===== src/rtl/cordic_vec_iter.sv =====
// -----------------------------------------------------------------------------
// cordic_vec_iter
//
// Iterative vectoring-mode CORDIC. Converts a complex sample (real, imaginary)
// into magnitude and phase with one microrotation per clock over 7 iterations.
// It is the inverse of the rotation-mode twiddle rotator. It sits after the FFT
// output stage and feeds bin magnitude and phase to post-processing.
//
// Build option:
//   CORDIC_VEC_GAIN_COMP_EN - when defined, SCALE multiplies x by 1/K with a
//                             shift-add network so that oMag ~= |v|. When
//                             undefined, oMag = x and carries the CORDIC gain
//                             of ~1.6467. Latency, handshake and oPhase are
//                             the same in both builds.
//
// Ports:
//   iClk       in   1     clock, rising edge
//   iRst       in   1     asynchronous reset, active-high
//   iValid     in   1     input sample valid
//   iReal      in   n     signed real part
//   iImage     in   n     signed imaginary part
//   oReady     out  1     block idle, able to accept a sample
//   oValid     out  1     one-cycle result strobe
//   oMag       out  n+2   unsigned magnitude
//   oPhase     out  9     signed phase, 1 LSB = pi/200 rad, range -200..+200
//   oDbgState  out  2     current FSM state (0 IDLE, 1 ITER, 2 SCALE)
//
// Handshake: a sample transfers on a rising edge where iValid and oReady are
// both high. oReady is high exactly while the FSM is idle, which includes the
// cycle in which oValid is high. iValid while oReady is low is ignored and
// nothing is queued. oValid is a strobe with no backpressure. oMag and oPhase
// hold their value until the next result is loaded.
// -----------------------------------------------------------------------------
module cordic_vec_iter #(
  parameter int n = 33
) (
  input  logic         iClk,
  input  logic         iRst,
  input  logic         iValid,
  input  logic [n-1:0] iReal,
  input  logic [n-1:0] iImage,
  output logic         oReady,
  output logic         oValid,
  output logic [n+1:0] oMag,
  output logic [8:0]   oPhase,
  output logic [1:0]   oDbgState
);

  typedef enum logic [1:0] {
    IDLE  = 2'd0,
    ITER  = 2'd1,
    SCALE = 2'd2
  } stateType;

  stateType            state;
  logic signed [n+1:0] x;
  logic signed [n+1:0] y;
  logic signed [9:0]   z;
  logic [2:0]          iterIdx;
  logic                zeroIn;

  logic signed [n+1:0] xExt;
  logic signed [n+1:0] yExt;
  logic signed [n+1:0] xShift;
  logic signed [n+1:0] yShift;
  logic signed [n+1:0] magScaled;
  logic signed [9:0]   alpha;
  logic [8:0]          phaseSat;

  assign oDbgState = state;

  // Two extra bits of headroom: negating -2^(n-1) and the CORDIC growth of
  // about 2.33 * 2^(n-1) both fit without overflow.
  always_comb begin
    xExt = $signed({{2{iReal[n-1]}}, iReal});
    yExt = $signed({{2{iImage[n-1]}}, iImage});
  end

  // Both shifted terms come from the pre-update x and y.
  always_comb begin
    xShift = x >>> iterIdx;
    yShift = y >>> iterIdx;
  end

  // atan(2^-i) expressed in units of pi/200 rad, rounded to integers.
  always_comb begin
    alpha = 10'sd0;
    unique case (iterIdx)
      3'd0:    alpha = 10'sd50;
      3'd1:    alpha = 10'sd30;
      3'd2:    alpha = 10'sd16;
      3'd3:    alpha = 10'sd8;
      3'd4:    alpha = 10'sd4;
      3'd5:    alpha = 10'sd2;
      3'd6:    alpha = 10'sd1;
      default: alpha = 10'sd0;
    endcase
  end

`ifdef CORDIC_VEC_GAIN_COMP_EN
  // 1/K ~= 0.60722 as 1/2 + 1/8 - 1/64 - 1/512 - 1/4096 + 1/16384 - 1/65536.
  always_comb begin
    magScaled = (x >>> 1) + (x >>> 3) - (x >>> 6) - (x >>> 9)
              - (x >>> 12) + (x >>> 14) - (x >>> 16);
  end
`else
  always_comb begin
    magScaled = x;
  end
`endif

  // z can reach +-311 after the quadrant preset plus the microrotations, so it
  // is clamped to the half-turn range before it is narrowed to 9 bits.
  always_comb begin
    if (z > 10'sd200) begin
      phaseSat = 9'd200;
    end else if (z < -10'sd200) begin
      phaseSat = 9'h138;  // -200 in 9-bit two's complement
    end else begin
      phaseSat = z[8:0];
    end
  end

  always_ff @(posedge iClk or posedge iRst) begin
    if (iRst) begin
      state   <= IDLE;
      x       <= '0;
      y       <= '0;
      z       <= '0;
      iterIdx <= '0;
      zeroIn  <= 1'b0;
      oReady  <= 1'b1;
      oValid  <= 1'b0;
      oMag    <= '0;
      oPhase  <= '0;
    end else begin
      oValid <= 1'b0;
      unique case (state)
        IDLE: begin
          if (iValid) begin
            zeroIn  <= (iReal == '0) && (iImage == '0);
            iterIdx <= 3'd0;
            oReady  <= 1'b0;
            state   <= ITER;
            // The left half-plane is folded into the right half-plane by a
            // rotation of pi. The preset sign follows the original imaginary
            // part, so the negative real axis reports +200.
            if (xExt[n+1]) begin
              x <= -xExt;
              y <= -yExt;
              z <= iImage[n-1] ? -10'sd200 : 10'sd200;
            end else begin
              x <= xExt;
              y <= yExt;
              z <= 10'sd0;
            end
          end
        end

        ITER: begin
          // Rotate toward the positive real axis. y >= 0 means rotate
          // clockwise.
          if (!y[n+1]) begin
            x <= x + yShift;
            y <= y - xShift;
            z <= z + alpha;
          end else begin
            x <= x - yShift;
            y <= y + xShift;
            z <= z - alpha;
          end
          if (iterIdx == 3'd6) begin
            state <= SCALE;
          end else begin
            iterIdx <= iterIdx + 3'd1;
          end
        end

        SCALE: begin
          // A zero vector has no defined angle. Report 0/0 instead of the
          // residue left by the iterations.
          oMag   <= zeroIn ? '0 : $unsigned(magScaled);
          oPhase <= zeroIn ? '0 : phaseSat;
          oValid <= 1'b1;
          oReady <= 1'b1;
          state  <= IDLE;
        end

        default: begin
          state  <= IDLE;
          oReady <= 1'b1;
        end
      endcase
    end
  end

endmodule


===== config.mk =====
export PLATFORM = sky130hd
export DESIGN_NAME = cordic_vec_iter
export DESIGN_NICKNAME = d
export VERILOG_FILES = /design/src/rtl/cordic_vec_iter.sv
export SDC_FILE = /design/constraint.sdc
export NUM_CORES = 1
export LEC_CHECK = 0
export BUFFER_PORTS_ARGS = -buffer_cell sky130_fd_sc_hd__buf_2
export CORE_UTILIZATION = 46
export CTS_CLUSTER_DIAMETER = 80
export DETAILED_ROUTE_END_ITERATION = 6
export SYNTH_ARGS = -nofsm -noshare
export SYNTH_HDL_FRONTEND = slang
export SYNTH_SLANG_ARGS = --single-unit

===== constraint.sdc =====
create_clock -name iClk -period 13.98 [get_ports iClk]
set_input_delay 1.398 -clock iClk [delete_from_list [all_inputs] [get_ports iClk]]
set_output_delay 1.398 -clock iClk [all_outputs]
set_load 0.03 [all_outputs]

==> impl_metrics.yaml <==
sta:
  grt_setup_unrepaired: "no"
  period_share_pct: 44.77
  finClkSkew_ps: 17.52
  fmaxAchievable_mhz: 159.8
  finalCriticalPeriod_ps: 6259
  relSlewSlack_pct: 23.62
  fin_setup_tns_ps: 0
  hold_viol: 0
  finalSetupViolCount: 0
  slew_violations: 0
  fin_hold_ws_ps: 471.7
  tightest_slew_ps: 1142
placed_design:
  dp_hpwl_um: 31440
  dpl_cell_area_mm2: 0.01604
  place_congestion: 0.9314
  port_buffers: 116
worst_setup_path:
  start_kind: "register"
  cp_max_fo: 99
  timing.rr.start: "iterIdx[2]"
  reg2regPathDepth: 22
  cp_slowest_cell: "dfrtp_4"
  critPathKind: "register to register"
  worstPathRequired_ps: 14280
  end_kind: "register"
  worstReg2RegEnd: "y[33]"
  crit_family: "compound AO/OA/AOI/OAI gates"
  worst-path-stages: 22
  r2r_setup_slack_ps: 7720
  worst-path-buf-inv: 2
  worst_ep_arrival_time_ps: 6560
  critPathMaxStageDelay_ps: 1120
  crit_chain: "inv_1, buf_4, nor3_1, o21a_1, nor2b_1, and2_1, and4_1, and2_1, and3_1, nor2_1, xnor2_1, ha_1, a21o_1, a21oi_1, o21ai_0, a21oi_1, nor2b_1, a311oi_1, nand2_1, a41oi_1, xor2_1, o21ai_0"
finish:
  drive_gt1_share_pct: 13.22
  fin_area_mm2: 0.01668
  multi_input_area_mm2: 0.01130
  area_growth_pct: 9.072
  register_area_mm2: 0.003314
  antenna_cells: 0
  fin_nets: 2083
  fillers: 3201
  postLayoutCoreUtil_pct: 51.15
global_routing:
  grt_usage_pct: 25.24
  grt_pass1_wl_um: 68410
  grt_pass1_vias: 12990
  grt_remaining_overflow: 0
  grt_start_max_net_pins: 100
  antenna_found_initial: 0
logic_synthesis:
  synthArstFlopShare_pct: 100.0
  ys_seq_area_share_pct: 21.60
  synth-main-ff-cell: "dfrtp_1"
  avgSynthCellArea_um2: 8.110
  yosys_warnings: 0
  synth.distinct_cells: 76
  synth_seq_cells: 132
  synth_nets: 2046
  syn_inst: 1886
  synth_edf_count: 0
  syn_area_mm2: 0.01530
floorplanning:
  fp.dieW_um: 184.4
  die_h_um: 184.4
  initial_utilization_pct: 46.89
  design.portCount: 117
  rows: 66
  die_area_mm2: 0.03398
  core_mm2: 0.03262
drt:
  viasPerCell: 5.873
  ant_nets: 0
  dr.pass1.iters: 4
  routed_wl_um: 42170
  drt-wirelength-per-cell_um: 17.73
  drtIter0Drc: 910
  vias: 13970
  drcViolationCount: 0
cts:
  path_clk_slew_ps: 70
  postCtsHoldBufs: 0
  tritoncts: "done"
  cts_root_buf: "clkbuf_16"
  cts_sinks: 132
  clk_latency_ps: 440
  cts_setup_buffers: 0
  cts_buffers: 17
  htreeDepth: 4
  cts_buffer_depth: 2
  ctsResizeCount: 0
min_path:
  whs_path_depth: 2
  hold_start: "oPhase[7]"
  worstHoldEndpoint: "oPhase[7]"
  min_path_type: "register to register"
status:
  status: "complete, no violations"
job:
  cap_violations: 0
[state kept, by name, summed over array words and instances (netlist names)]
name and flops:
magScaled 35, oMag 35, y 35, z 10, oPhase 9, iterIdx 3, oDbgState 2, oReady 1
oValid 1, zeroIn 1
[synthesized netlist by cell type (all sizes together) (6+ instances only)]
library cell	n	share of area (%)
nand2	234	5.7
o21ai	185	6.1
dfrtp	131	21
a21oi	125	4.1
nor2	104	2.6
xor2	104	6.0
mux2i	94	6.2
ha	88	7.2
xnor2	82	4.7
clkbuf	69	1.7
o211ai	66	3.2
nand2b	58	2.4
inv	49	1.2
buf	43	1.8
a21o	36	1.8
mux4	36	5.3
nor3	36	1.3
o31ai	35	1.7
a31oi	25	1.0
nand3	25	0.88
a211oi	24	1.2
mux2	21	1.5
nor2b	20	0.82
and3	17	0.70
o21bai	17	0.83
nor4	16	0.99
or3	16	0.65
and2	13	0.54
o21a	11	0.54
o22ai	10	0.41
nand4	9	0.37
a21boi	7	0.34
and4	7	0.40
a22o	6	0.34
o41ai	6	0.34
or2	6	0.25
[metal layers]
metal | wire length, µm | global-route usage, %
met1 | 22180 | 38.12
met2 | 17130 | 37.18
met3 | 2050 | 3.003
met4 | 796 | 7.400
met5 | 0 | 0
[how the worst max path moves through the flow]
stage | startpoint | endpoint
finish | iterIdx[2] | y[33]
global route | iterIdx[1] | magScaled[34]
CTS | iterIdx[1] | magScaled[34]
floorplan | iterIdx[0] | y[33]
detailed placement | iterIdx[1] | magScaled[34]
global placement | iterIdx[1] | magScaled[34]
[kinds of logic (layout without fill, tap and decap cells)]
group,count (synthesis),in the layout,synth area share [%]
multiplexers,151,151,13.07
XOR/XNOR,186,186,10.65
flip-flops,132,132,21.60
buffers and inverters,161,211,4.679
AO/OA/AOI/OAI,591,591,24.12
AND/OR/NAND/NOR,573,573,18.22
adder cells (fa/ha/maj),92,92,7.656
[through the flow]
step | instances | setup slack, ps
floorplan | 1886 | 8159
global placement | 2346 | 7908
detailed placement | 2346 | 7819
CTS | 2378 | 7795
global route | 2378 | 7099
finish | 2378 | 7721
[cell usage in the layout, fill, tap and decap left out, types with 9 or more instances in the layout]
master and n:
or3_1 16, buf_4 14, nand2_1 234, a21oi_1 125, a211oi_1 24, a21o_1 36, o21a_1 11, and3_1 17
ha_1 88, nor2_1 104, nand2b_1 56, dfrtp_1 127, inv_1 46, clkbuf_16 17, nand3_1 23, xnor2_1 82
nor4_1 12, buf_2 116, xor2_1 104, o21bai_1 17, mux4_2 35, o211ai_1 66, nor3_1 34, nand4_1 9
a31oi_1 25, o31ai_1 35, mux2_2 21, o22ai_1 10, mux2i_1 92, nor2b_1 18, o21ai_0 178, and2_1 12
[final cells by class]
cell class / count / share of cell area (%)
multi-input cells: 1593 / 67.71
clock inverters: 15 / 1.320
well taps: 442 / 3.315
repair buffers: 130 / 4.110
inverters: 49 / 1.132
clock buffers: 17 / 2.550
flip-flops and latches: 132 / 19.87
[tightest hold or removal path, stage by stage (launching register included)]
cell	delay (ps)
dfrtp_1	340
nand2_1	50
o41ai_1	50
Power is not shown: default switching activity piles up to over one toggle a cycle in this logic, so the estimate is an artifact.
